$ cat src/rtl/uart_tx_ctrl_pkg.sv
// Shared definitions for the UART transmit frame sequencer: FSM state
// encoding and parity-type constants.
package uart_tx_ctrl_pkg;

  typedef enum logic [2:0] {
    IDLE   = 3'd0,
    START  = 3'd1,
    DATA   = 3'd2,
    PARITY = 3'd3,
    STOP   = 3'd4
  } tx_state_t;

  localparam logic EVEN = 1'b0;
  localparam logic ODD  = 1'b1;

endpackage

$ cat src/rtl/uart_parity_calc.sv
// Combinational parity of a data word with even/odd selection; the controller
// registers the result at accept time.
module uart_parity_calc
  import uart_tx_ctrl_pkg::*;
#(
  parameter int data_width = 8
) (
  input  logic [data_width-1:0] data,
  input  logic                  par_typ,
  output logic                  parity
);

  logic [data_width-1:0] xor_chain;

  assign xor_chain[0] = data[0];

  genvar gi;
  generate
    for (gi = 1; gi < data_width; gi++) begin : g_xor
      assign xor_chain[gi] = xor_chain[gi-1] ^ data[gi];
    end
  endgenerate

  // Odd parity inverts the even result so the total count of ones is odd.
  assign parity = xor_chain[data_width-1] ^ (par_typ == ODD);

endmodule

$ cat src/rtl/uart_tx_ctrl.sv
// UART transmit frame sequencer: drives serializer load/shift, latches parity
// at accept, and produces a registered start/data/parity/stop line.
module uart_tx_ctrl
  import uart_tx_ctrl_pkg::*;
#(
  parameter int data_width = 8
) (
  input  logic                  CLK,
  input  logic                  RST,
  input  logic [data_width-1:0] P_DATA,
  input  logic                  Data_Valid,
  input  logic                  PAR_EN,
  input  logic                  PAR_TYP,
  input  logic                  ser_data,
  output logic                  ser_load,
  output logic                  ser_en,
  output logic                  TX_OUT,
  output logic                  busy
);

  localparam int CNT_W = $clog2(data_width) + 1;
  localparam logic [CNT_W-1:0] LAST_BIT = CNT_W'(data_width - 1);

  tx_state_t        state_reg;
  logic [CNT_W-1:0] bit_cnt_reg;
  logic             par_en_reg;
  logic             parity_reg;
  logic             parity_next;
  logic             accept;

  // A new word is taken from idle or during the stop bit, giving
  // back-to-back frames with no idle gap.
  assign accept   = Data_Valid && ((state_reg == IDLE) || (state_reg == STOP));
  assign ser_load = accept;
  assign ser_en   = (state_reg == DATA);

  uart_parity_calc #(
    .data_width(data_width)
  ) u_parity (
    .data   (P_DATA),
    .par_typ(PAR_TYP),
    .parity (parity_next)
  );

  // The line register trails the state by one cycle, so each state's bit
  // appears on TX_OUT during the following cycle.
  always_ff @(posedge CLK or negedge RST) begin
    if (!RST) begin
      state_reg   <= IDLE;
      bit_cnt_reg <= '0;
      par_en_reg  <= 1'b0;
      parity_reg  <= 1'b0;
      TX_OUT      <= 1'b1;
      busy        <= 1'b0;
    end else begin
      if (accept) begin
        par_en_reg <= PAR_EN;
        parity_reg <= parity_next;
      end
      case (state_reg)
        IDLE: begin
          TX_OUT <= 1'b1;
          busy   <= 1'b0;
          if (accept) state_reg <= START;
        end
        START: begin
          TX_OUT      <= 1'b0;
          busy        <= 1'b1;
          bit_cnt_reg <= '0;
          state_reg   <= DATA;
        end
        DATA: begin
          TX_OUT      <= ser_data;
          busy        <= 1'b1;
          bit_cnt_reg <= bit_cnt_reg + 1'b1;
          if (bit_cnt_reg == LAST_BIT) state_reg <= par_en_reg ? PARITY : STOP;
        end
        PARITY: begin
          TX_OUT    <= parity_reg;
          busy      <= 1'b1;
          state_reg <= STOP;
        end
        STOP: begin
          TX_OUT    <= 1'b1;
          busy      <= 1'b1;
          state_reg <= accept ? START : IDLE;
        end
        default: begin
          TX_OUT    <= 1'b1;
          busy      <= 1'b0;
          state_reg <= IDLE;
        end
      endcase
    end
  end

endmodule
$ cat config.mk
export PLATFORM = sky130hd
export DESIGN_NAME = uart_tx_ctrl
export DESIGN_NICKNAME = d
export VERILOG_FILES = /design/src/rtl/uart_tx_ctrl_pkg.sv /design/src/rtl/uart_parity_calc.sv /design/src/rtl/uart_tx_ctrl.sv
export SDC_FILE = /design/constraint.sdc
export NUM_CORES = 1
export LEC_CHECK = 0
export BUFFER_PORTS_ARGS = -buffer_cell sky130_fd_sc_hd__buf_4
export CELL_PAD_IN_SITES_DETAIL_PLACEMENT = 0
export CELL_PAD_IN_SITES_GLOBAL_PLACEMENT = 1
export CORE_UTILIZATION = 36
export DETAILED_ROUTE_END_ITERATION = 7
export PLACE_DENSITY = 0.86
export SLEW_MARGIN = 20
export SYNTH_ARGS = -nofsm -noshare
export SYNTH_HDL_FRONTEND = slang
export SYNTH_SLANG_ARGS = --single-unit
$ cat constraint.sdc
create_clock -name CLK -period 1.46 [get_ports CLK]
set_input_delay 0.146 -clock CLK [delete_from_list [all_inputs] [get_ports CLK]]
set_output_delay 0.146 -clock CLK [all_outputs]
set_load 0.03 [all_outputs]
# Word level (Yosys, flattened, before mapping)
# Cells that the tools add are included.
[classes]
add_sub_neg = 1
eq_ne = 7
muxes = 8
bitwise = 8
reduce_logical = 6
[op_table]
columns = ["op", "n"]
rows = [
  ["3-bit one-hot mux with 5 select lines", 1],
  ["3-bit two-way mux", 3],
  ["4-bit one-hot mux with 2 select lines", 1],
  ["1-bit XOR", 8],
  ["3-bit by 2-bit == test with 1-bit output, second input constant", 2],
  ["4-bit by 1-bit adder with 4-bit output, second input constant", 1],
  ["4-bit by 3-bit == test with 1-bit output, second input constant", 1],
  ["4-bit OR reduction", 1],
  ["3-bit by 1-bit == test with 1-bit output, second input constant", 1],
  ["3-bit == test, second input constant", 1],
  ["3-bit zero test", 1],
  ["1-bit one-hot mux with 3 select lines", 1],
  ["1-bit two-way mux", 2],
  ["2-bit by 1-bit inequality test with 1-bit output, second input constant", 1],
  ["2-bit inequality test, second input constant", 1],
  ["2-bit AND reduction", 1],
  ["2-bit nonzero test", 1],
  ["1-bit logical AND", 1],
  ["1-bit logical OR", 1],
]
[word_totals]
reg_bits = 11
inputBits = 14
out_inout_bits = 4
elab_cells = 36

# Longest topological paths before layout
# Gate-level depths: netlist of run 1.
[depth]
word_depth = 8
depth_mapped = 5
ltp_nobuf = 4

# By module
# Synthesis of run 1 repeated with hierarchy kept, for this count alone.
[unflattened]
hier_cells = 62
hier_area_um2 = 653.1
[modules_own_cells]
columns = ["mod", "n_inst", "cells_each", "area_per_inst_um2", "seq_area_each_um2"]
rows = [
  ["uart_tx_ctrl", 1, 55, 570.5, 276.5],
  ["uart_parity_calc", 1, 7, 82.6, 0.0],
]

# Worst setup path after synthesis of run 1
# No wires, ideal clock.
[synth_timing]
kind = "reg-to-reg"
startpoint = "reg state_reg[1]"
endpoint = "reg state_reg[2]"
setup_time_ns = 0.143
t_arrival_ns = 1.484
t_required_ns = 1.317
path_slack_ns = -0.167
path_stages_with_launch = 5
n_path_buf = 0
period_less_slack_ns = 1.627
cell_sequence = "dfrtp_1 > inv_1 > nor3_1 > o21a_1 > a2111oi_0"
[synth_between]
word_cells_on_any_way = 11
classes_between = "6 x eq/ne; 1 x mux; 4 x reduce/logical"
[synth_rtl]
columns = ["element", "line", "source"]
rows = [
  ["start, declared", "uart_tx_ctrl.sv:24", "tx_state_t state_reg;"],
  ["start signal, assigned", "uart_tx_ctrl.sv:76", "if (bit_cnt_reg == LAST_BIT) state_reg <= par_en_reg ? PARITY : STOP;"],
  ["start signal, assigned", "uart_tx_ctrl.sv:86", "state_reg <= accept ? START : IDLE;"],
  ["3-bit by 2-bit == test with 1-bit output *", "--", ""],
  ["via ser_en", "uart_tx_ctrl.sv:16", "output logic ser_en,"],
  ["2-bit by 1-bit inequality test with 1-bit output (no line)", "--", ""],
  ["2-bit AND reduction (no line)", "--", ""],
]
# The timed path passes the listed nets; every way through them passes the cells marked *.
# A chain may end at the register's enable or synchronous reset.

# Worst setup path in the final report of run 1
[layout_timing]
startpoint = "reg state_reg[1]"
endpoint = "out ser_en"
[layout_between]
elab_chain_len = 1
[layout_rtl]
columns = ["element", "line", "source"]
rows = [
  ["3-bit by 2-bit == test with 1-bit output", "uart_tx_ctrl.sv:35", "assign ser_en = (state_reg == DATA);"],
  ["end, declared", "uart_tx_ctrl.sv:16", ""],
]
# No other way between the ends.

==> flow_metrics.tcl, run 1 <==
set metrics [dict create \
    detailroute.via_count 541 \
    crit_path_max_fanout 5 \
    synth.top_cells.by_count "sky130_fd_sc_hd__dfrtp_1, sky130_fd_sc_hd__o21ai_0, sky130_fd_sc_hd__a21oi_1, sky130_fd_sc_hd__xnor2_1" \
    cp_cell_sequence "inv_1, nor3_2, buf_4" \
    grt-ovfl-total 0 \
    ys_top_cells_by_area "sky130_fd_sc_hd__dfrtp_1, sky130_fd_sc_hd__xnor2_1, sky130_fd_sc_hd__o21ai_0" \
    reg2reg_depth 4 \
    cpMaxStageDelayCell "sky130_fd_sc_hd__dfrtp_1" \
    setup-tns-final_ns 0 \
    critical_path.reg2reg.startpoint "bit_cnt_reg[0]" \
    hold_path.class "in -> reg" \
    result_of_the_run "completed" \
    worst_path_largest_cell_delay_ns 0.44 \
    setup_slack_at_placement_ns 0.0855 \
    wl_per_cell_um 12.1 \
    yosysUniqueCellTypes 25 \
    synth_area_leader_cell "sky130_fd_sc_hd__dfrtp_1" \
    largest_register_ffs 4 \
    dr_iter_0_viols 6 \
    yosysWarnings 0 \
    setup_viol_count_final 0 \
    crit_path_start "state_reg[1]" \
    syn-mean-instance-area_um2 9.52 \
    max_freq_mhz 725 \
    synth_top_area_frac 0.411 \
    cellLeakagePower_nw 0.379 \
    layout.area.seq_um2 278 \
    netlist_area_um2 609 \
    period_share 0.945 \
    synth_top_flop_cell "sky130_fd_sc_hd__dfrtp_1" \
    cp_data_required_time_ns 1.31 \
    cts_made_buffers 3 \
    fillers 144 \
    hold_path_depth 2 \
    synth-seq-area-share 0.454 \
    cts_tree "done" \
    first_global_vias 506 \
    rows 14 \
    area_added_between_synthesis_and_finish_pct 36.6 \
    finalWorstPathRequiredPeriod_ns 1.38 \
    first_pass_iters 3 \
    max-clock-path-buffers 2 \
    drc 0 \
    floorplan.die.height_um 43.1 \
    cp-end-kind "output port" \
    postLayoutSetupSlackWorst_ns 0.0798 \
    clk_pin_slew_worst_paths_ns 0.06 \
    number_of_hold_violations_in_the_final_report 0 \
    clock_sinks 11 \
    drive_gt1_frac 0.352 \
    diodes 0 \
    timing.final.max_slew_violations 0 \
    grtUsageTotal 0.153 \
    via_per_inst 5.20 \
    slew-limit-headroom 0.763 \
    gpl.final_weighted_congestion 0.764 \
    grt_max_degree 14 \
    num-nets-final 104 \
    timing_worst_slew_pin_value_ns 0.356 \
    vdd.ir_drop.worst_mv 1.13 \
    holdCritStartpoint "PAR_EN" \
    initial_utilization 0.395 \
    port-buffer-count 17 \
    unrepaired_setup_endpoints_after_global_routing "false" \
    clock-skew-final_ns 0.00199 \
    instance_count_of_the_mapped_netlist 64 \
    core_region_area_um2 1540 \
    overall_die_width_um 43.1 \
    criticalPathCategory "reg -> out" \
    drt_wl_total_um 1260 \
    antenna_violations_before_repair 0 \
    critPathArrivalTime_ns 1.23 \
    deepest_level_of_the_cts_h_tree 1 \
    drt.antenna.violating_nets 0 \
    clock_latency_ns 0.27 \
    ys_ff_latch 11 \
    synth-edff-count 0 \
    net_count_after_synthesis 79 \
    multiInputGateArea_um2 322 \
    max-cap-violations 0 \
    cts.root.buffer_cell "sky130_fd_sc_hd__clkbuf_4" \
    post-dp-hpwl_um 946 \
    grt_first_pass_wirelength_um 2100 \
    fraction_of_synthesis_flops_using_an_asynchronous_set_or_reset_pin 1.00 \
    synth.most_common_cell "sky130_fd_sc_hd__dfrtp_1" \
    die_area_um2 1860 \
    power.density_cell_area_nw_per_um2 1940 \
    cp-start-kind "register" \
    io_pins 18 \
]
==> worst max-delay path, delay by kind of cell, from the launching register on <==
family	cells	cell delay, ns
AND/OR/NAND/NOR	1	0.21
buffers and inverters	2	0.31
flip-flops	1	0.44
==> power breakdown <==
group,total (mW),switching [mW],internal [mW]
Combinational,0.810,0.424,0.387
Clock,0.203,0.0974,0.106
Sequential,0.598,0.143,0.455
==> cell families after synthesis <==
| family | share of synthesized area |
|---|---|
| AO/OA/AOI/OAI | 0.199 |
| XOR/XNOR | 0.138 |
| adder cells (fa/ha/maj) | 0.0205 |
| buffers and inverters | 0.0411 |
| flip-flops | 0.454 |
| multiplexers | 0.0185 |
| AND/OR/NAND/NOR | 0.129 |
==> metal layers <==
layer	vias up	track usage	part of all wire
met1	260	0.191	0.46
met4	0	0.0182	0
met2	9	0.245	0.50
li1	272	-	-
met3	0	0.0766	0.044
met5	-	0	0
==> placed cells by master, fill, tap and decap left out, types with 2 or more instances in the layout <==
cell type,n
sky130_fd_sc_hd__a21oi_1,7
sky130_fd_sc_hd__buf_4,22
sky130_fd_sc_hd__clkbuf_4,3
sky130_fd_sc_hd__dfrtp_1,9
sky130_fd_sc_hd__inv_1,3
sky130_fd_sc_hd__nand2_1,4
sky130_fd_sc_hd__nor2_1,3
sky130_fd_sc_hd__nor3_1,2
sky130_fd_sc_hd__o21a_1,2
sky130_fd_sc_hd__o21ai_0,8
sky130_fd_sc_hd__xnor2_1,5
sky130_fd_sc_hd__xor2_1,2
==> final cells by class <==
type | count | area share
flip-flops and latches | 11 | 0.334
multi-input cells | 47 | 0.386
well taps | 16 | 0.0241
repair buffers | 23 | 0.211
inverters | 3 | 0.0135
clock buffers | 4 | 0.0316
==> per-stage QoR <==
| stage | utilization | total power [mW] | instances | instance area [µm²] | hold WS, ns |
|---|---|---|---|---|---|
| final | 0.540 | 1.61 | 104 | 832 | 0.117 |
| after floorplan | - | 1.10 | 64 | 614 | -0.150 |
| after detailed placement | 0.500 | 1.34 | 97 | 771 | -0.0139 |
| after CTS | 0.526 | 1.56 | 102 | 811 | 0.112 |
| after global placement | 0.500 | 1.33 | 97 | 771 | -0.0123 |
| after global routing | 0.540 | 1.75 | 104 | 832 | 0.102 |
==> path summary, 6_finish.rpt <==
| kind | endpoint | slack, ns |
|---|---|---|
| max | ser_en | 0.08 |
| min | par_en_reg | 0.12 |
| max reg2reg | state_reg[2] | 0.18 |
| min reg2reg | state_reg[2] | 0.49 |
| max in group asynchronous | TX_OUT | 0.98 |
| min in group asynchronous | bit_cnt_reg[2] | 0.26 |
==> repair_timing <==
action | in CTS | in global routing
gates resized for setup | 2 | 2
buffers inserted | 0 | 2
hold buffers | 1 | 0
hold endpoints to repair | 11 | 0
setup endpoints to repair | 1 | 2
No activity file was read; power rests on OpenSTA's default activity.
==> inputs of run 2 (changes only) <==
Settings changed: SETUP_SLACK_MARGIN set to 0.3.
==> run 2 against run 1 <==
Clock skew grew 0.0042 ns; sequential power shrank 4.0%; critical endpoint is now ser_load; critical path depth grew 2; largest cell class unchanged; highest routed layer unchanged; critical path type unchanged; wire length grew 25%.
==> flow_metrics.tcl, run 2 (same netlist as run 1, synthesis figures left out) <==
set metrics [dict create \
    gpl.final_weighted_congestion 0.774 \
    diodes 0 \
    holdWs_ns 0.112 \
    crit_end "ser_load" \
    cts.root.buffer_cell "sky130_fd_sc_hd__clkbuf_4" \
    drt_wl_total_um 1580 \
    setup-tns-final_ns 0 \
    fillers 130 \
    cp-end-kind "output port" \
    finalWorstPathRequiredPeriod_ns 1.28 \
    setup_slack_at_placement_ns 0.126 \
    vdd.ir_drop.worst_mv 1.26 \
    unrepaired_setup_endpoints_after_global_routing "true" \
    setup_viol_count_final 0 \
    core_region_area_um2 1540 \
    cp_data_required_time_ns 1.31 \
    wl_per_cell_um 14.1 \
    die_area_um2 1860 \
    grt_max_degree 14 \
    first_pass_iters 4 \
    power.density_cell_area_nw_per_um2 2060 \
    grt-ovfl-total 0 \
    clock_sinks 11 \
    initial_utilization 0.395 \
    area_added_between_synthesis_and_finish_pct 59.8 \
    crit_path_max_fanout 2 \
    crit-reg2reg-capture "TX_OUT" \
    post_layout_nonfiller_instances 112 \
    period_share 0.877 \
    cellLeakagePower_nw 0.429 \
    grtUsageTotal 0.183 \
    number_of_hold_violations_in_the_final_report 0 \
    holdCritStartpoint "PAR_EN" \
    critical_path.reg2reg.startpoint "state_reg[0]" \
    reg2reg_depth 5 \
    max_freq_mhz 781 \
    drt.antenna.violating_nets 0 \
    criticalPathCategory "reg -> out" \
    hold_path.class "in -> reg" \
    layout.cells.most_common_list "sky130_fd_sc_hd__buf_4, sky130_fd_sc_hd__dfrtp_1, sky130_fd_sc_hd__a21oi_1, sky130_fd_sc_hd__buf_6, sky130_fd_sc_hd__xnor2_1" \
    dp_cells 96 \
    cts_tree "done" \
    overall_die_width_um 43.1 \
    postLayoutSetupSlackWorst_ns 0.179 \
    deepest_level_of_the_cts_h_tree 1 \
    cts_made_buffers 3 \
    via_per_inst 5.39 \
    cp-start-kind "register" \
    result_of_the_run "completed" \
    floorplan.die.height_um 43.1 \
    rows 14 \
    clk_pin_slew_worst_paths_ns 0.07 \
    grt_first_pass_wirelength_um 2540 \
    clock-skew-final_ns 0.00619 \
    num-nets-final 112 \
    drc 0 \
    slew-limit-headroom 0.786 \
    max-clock-path-buffers 2 \
    critPathArrivalTime_ns 1.13 \
    drive_gt1_frac 0.531 \
    clock_latency_ns 0.27 \
    largest_register_ffs 4 \
    detailroute.via_count 604 \
    crit_path_start "state_reg[1]" \
    antenna_violations_before_repair 0 \
    timing.final.max_slew_violations 0 \
    max-cap-violations 0 \
    dr_iter_0_viols 7 \
    first_global_vias 594 \
    regToRegSetupSlack_ns 0.24 \
    port-buffer-count 17 \
    io_pins 18 \
    final_common_cell "sky130_fd_sc_hd__buf_4" \
    post-dp-hpwl_um 914 \
    timing_worst_slew_pin_value_ns 0.320 \
]
## run 2: cell count changes in the layout (fill, tap and decap cells not counted), sizes merged
| cell | change |
|---|---|
| buf | +8 |
## run 2: layout make-up
class | count | area (µm²) | share of cell area
clock buffer | 4 | 26.3 | 0.0270
sequential | 11 | 279 | 0.287
tap | 16 | 20.0 | 0.0206
timing repair buffer | 31 | 262 | 0.269
multi-input combinational | 47 | 373 | 0.383
inverter | 3 | 13.8 | 0.0141
## run 2: metal layers
| layer | track usage | vias up | part of all wire |
|---|---|---|---|
| li1 | - | 293 | - |
| met1 | 0.233 | 297 | 0.47 |
| met2 | 0.301 | 14 | 0.48 |
| met3 | 0.0766 | 0 | 0.048 |
| met4 | 0.0182 | 0 | 0 |
| met5 | 0 | - | 0 |
## run 2: through the flow
stage / total power [mW] / area, µm² / util
after floorplan: 1.11 / 621 / -
after global placement: 1.34 / 769 / 0.499
after detailed placement: 1.35 / 769 / 0.499
after CTS: 1.87 / 933 / 0.606
after global routing: 2.15 / 973 / 0.631
final: 2.01 / 973 / 0.631
## run 2: worst max-delay path, stage by stage, from the launching register on
cell and delay, ns:
sky130_fd_sc_hd__dfrtp_1 0.40, sky130_fd_sc_hd__buf_6 0.13, sky130_fd_sc_hd__nor2_4 0.09, sky130_fd_sc_hd__nand2_2 0.07, sky130_fd_sc_hd__inv_2 0.06, sky130_fd_sc_hd__buf_6 0.12
## run 2: power breakdown
| group | leakage [nW] | internal [mW] | total, mW | switching (mW) |
|---|---|---|---|---|
| combinational | 0.280 | 0.610 | 1.22 | 0.615 |
| clock | 0.0150 | 0.106 | 0.211 | 0.105 |
| sequential | 0.134 | 0.456 | 0.574 | 0.117 |
| total | 0.429 | 1.17 | 2.01 | 0.837 |
## run 2: worst min-delay path by stage
stage | end | slack (ns) | cells after the start
6_report | par_en_reg | 0.11 | 2
4_1_cts | par_en_reg | 0.10 | 2
3_3_place_gp | bit_cnt_reg[3] | -0.01 | 1
5_1_grt | par_en_reg | 0.11 | 2
2_1_floorplan | bit_cnt_reg[0] | -0.15 | 0
3_5_place_dp | bit_cnt_reg[3] | -0.01 | 1
## run 2: repair_timing
item,CTS,global route
hold buffers,1,0
pin swaps,3,3
setup endpoints to repair,10,12
setup buffers,10,1
hold endpoints to repair,11,0
gates resized for setup,20,10
cloned,0,0
==> inputs of run 3 (changes only) <==
Settings changed: CORE_ASPECT_RATIO set to 1.2, GPL_TIMING_DRIVEN set to 0.
==> run 3 against run 2 <==
Wire length decreased by 8.2%; maximum frequency increased by 1.6%; power decreased by 7.1%; critical endpoint unchanged; largest cell class unchanged; highest routed layer is now met4.
==> flow_metrics.tcl, run 3 (same netlist as run 1, synthesis figures left out) <==
set metrics [dict create \
    result_of_the_run "completed" \
    switching_component_of_the_power_uw 772 \
    floorplan.die.height_um 47.1 \
    layout.area.seq_um2 280 \
    cp-end-kind "output port" \
    grtUsageTotal 0.188 \
    via_per_inst 5.29 \
    cp-start-kind "register" \
    drt.antenna.violating_nets 0 \
    die_area_um2 1860 \
    cts_made_buffers 3 \
    first_pass_iters 4 \
    slew-limit-headroom 0.831 \
    layout.cells.most_common_list "sky130_fd_sc_hd__buf_4, sky130_fd_sc_hd__a21oi_1, sky130_fd_sc_hd__dfrtp_1" \
    crit_path_max_fanout 4 \
    first_global_vias 536 \
    rows 15 \
    critPathArrivalTime_ns 1.11 \
    largest_register_ffs 4 \
    wl_per_cell_um 13.2 \
    max-cap-violations 0 \
    totalPowerFinal_mw 1.87 \
    cts.root.buffer_cell "sky130_fd_sc_hd__clkbuf_4" \
    setup-tns-final_ns 0 \
    power_report.internal_total_mw 1.10 \
    deepest_level_of_the_cts_h_tree 1 \
    gpl.final_weighted_congestion 0.744 \
    area_added_between_synthesis_and_finish_pct 52.0 \
    clock_latency_ns 0.26 \
    setup_viol_count_final 0 \
    power.density_cell_area_nw_per_um2 2020 \
    core_region_area_um2 1500 \
    cellLeakagePower_nw 0.408 \
    diodes 0 \
    timing.final.max_slew_violations 0 \
    clk_network_pwr_share 0.110 \
    period_share 0.864 \
    hold_path.class "in -> reg" \
    max-clock-path-buffers 2 \
    grt_max_degree 12 \
    power_frac_comb 0.565 \
    num-nets-final 109 \
    dr_iter_0_viols 8 \
    clk_pin_slew_worst_paths_ns 0.07 \
    setup_slack_at_placement_ns 0.168 \
    max_freq_mhz 793 \
    final_common_cell "sky130_fd_sc_hd__buf_4" \
    port-buffer-count 17 \
    detailroute.via_count 582 \
    netSwitchingFraction 0.413 \
    fillers 132 \
    multiInputGateArea_um2 363 \
    grt_first_pass_wirelength_um 2310 \
    criticalPathCategory "reg -> out" \
    power.share.sequential 0.324 \
    drc 0 \
    cts_tree "done" \
    clock_sinks 11 \
    post-dp-hpwl_um 909 \
    drt_wl_total_um 1450 \
    unrepaired_setup_endpoints_after_global_routing "true" \
    clock-skew-final_ns 0.00219 \
    io_pins 18 \
    initial_utilization 0.406 \
    overall_die_width_um 39.6 \
    vdd.ir_drop.worst_mv 1.35 \
    number_of_hold_violations_in_the_final_report 0 \
    timing_worst_slew_pin_value_ns 0.253 \
    drive_gt1_frac 0.505 \
    finalWorstPathRequiredPeriod_ns 1.26 \
    postLayoutSetupSlackWorst_ns 0.199 \
    antenna_violations_before_repair 0 \
    grt-ovfl-total 0 \
    cp_data_required_time_ns 1.31 \
]
run 3: final timing paths:
kind                            slack [ns]  cells past startpoint        endpoint    startpoint
worst max-delay path                  0.20                      4        ser_load  state_reg[0]
worst min-delay path                  0.11                      2      par_en_reg        PAR_EN
worst max register to register        0.25                      4  bit_cnt_reg[3]  state_reg[0]
worst min register to register        0.50                      2      parity_reg    parity_reg
max in group asynchronous             0.99                      2          TX_OUT           RST
min in group asynchronous             0.24                      2    state_reg[0]           RST
run 3: worst max-delay path: stages (launching register included):
cell and delay [ns]:
sky130_fd_sc_hd__dfrtp_2 0.46, sky130_fd_sc_hd__nor2_4 0.14, sky130_fd_sc_hd__nand2_2 0.07, sky130_fd_sc_hd__inv_2 0.06, sky130_fd_sc_hd__buf_6 0.12
run 3: metrics by stage:
| stage | utilization | instances | hold WS [ns] | cell area, µm² |
|---|---|---|---|---|
| after floorplan | - | 64 | -0.150 | 621 |
| after global placement | 0.513 | 98 | -0.0117 | 769 |
| after detailed placement | 0.513 | 98 | -0.00860 | 769 |
| after CTS | 0.598 | 109 | 0.0998 | 898 |
| after global routing | 0.617 | 110 | 0.101 | 926 |
| final | 0.617 | 110 | 0.109 | 926 |
run 3: cell type report:
class / instances / share of cell area
sequential: 11 / 0.303
inverter: 3 / 0.0122
multi-input combinational: 47 / 0.392
tap: 17 / 0.0230
buffer: 3 / 0.0284
clock buffer: 4 / 0.0284
timing repair buffer: 25 / 0.214
run 3: timing repair:
action / CTS / global route
setup buffers: 6 / 1
hold endpoints to repair: 11 / 0
pin swaps: 2 / 2
hold buffers: 1 / 0
setup endpoints to repair: 10 / 10
gates resized for setup: 18 / 9
run 3: power by group through the flow:
stage	clock (mW)	sequential [mW]	combinational [mW]
final	0.206	0.606	1.06
after detailed placement	0	0.587	0.745
after floorplan	0	0.611	0.502
after global routing	0.224	0.628	1.16
after CTS	0.217	0.592	0.982
after global placement	0	0.586	0.733
run 3: per-layer routing:
| layer | global-route usage | up-vias | share of wire |
|---|---|---|---|
| met4 | 0.103 | 0 | 0.0069 |
| li1 | - | 284 | - |
| met3 | 0.0427 | 2 | 0.039 |
| met2 | 0.298 | 16 | 0.54 |
| met5 | 0 | - | 0 |
| met1 | 0.234 | 280 | 0.42 |
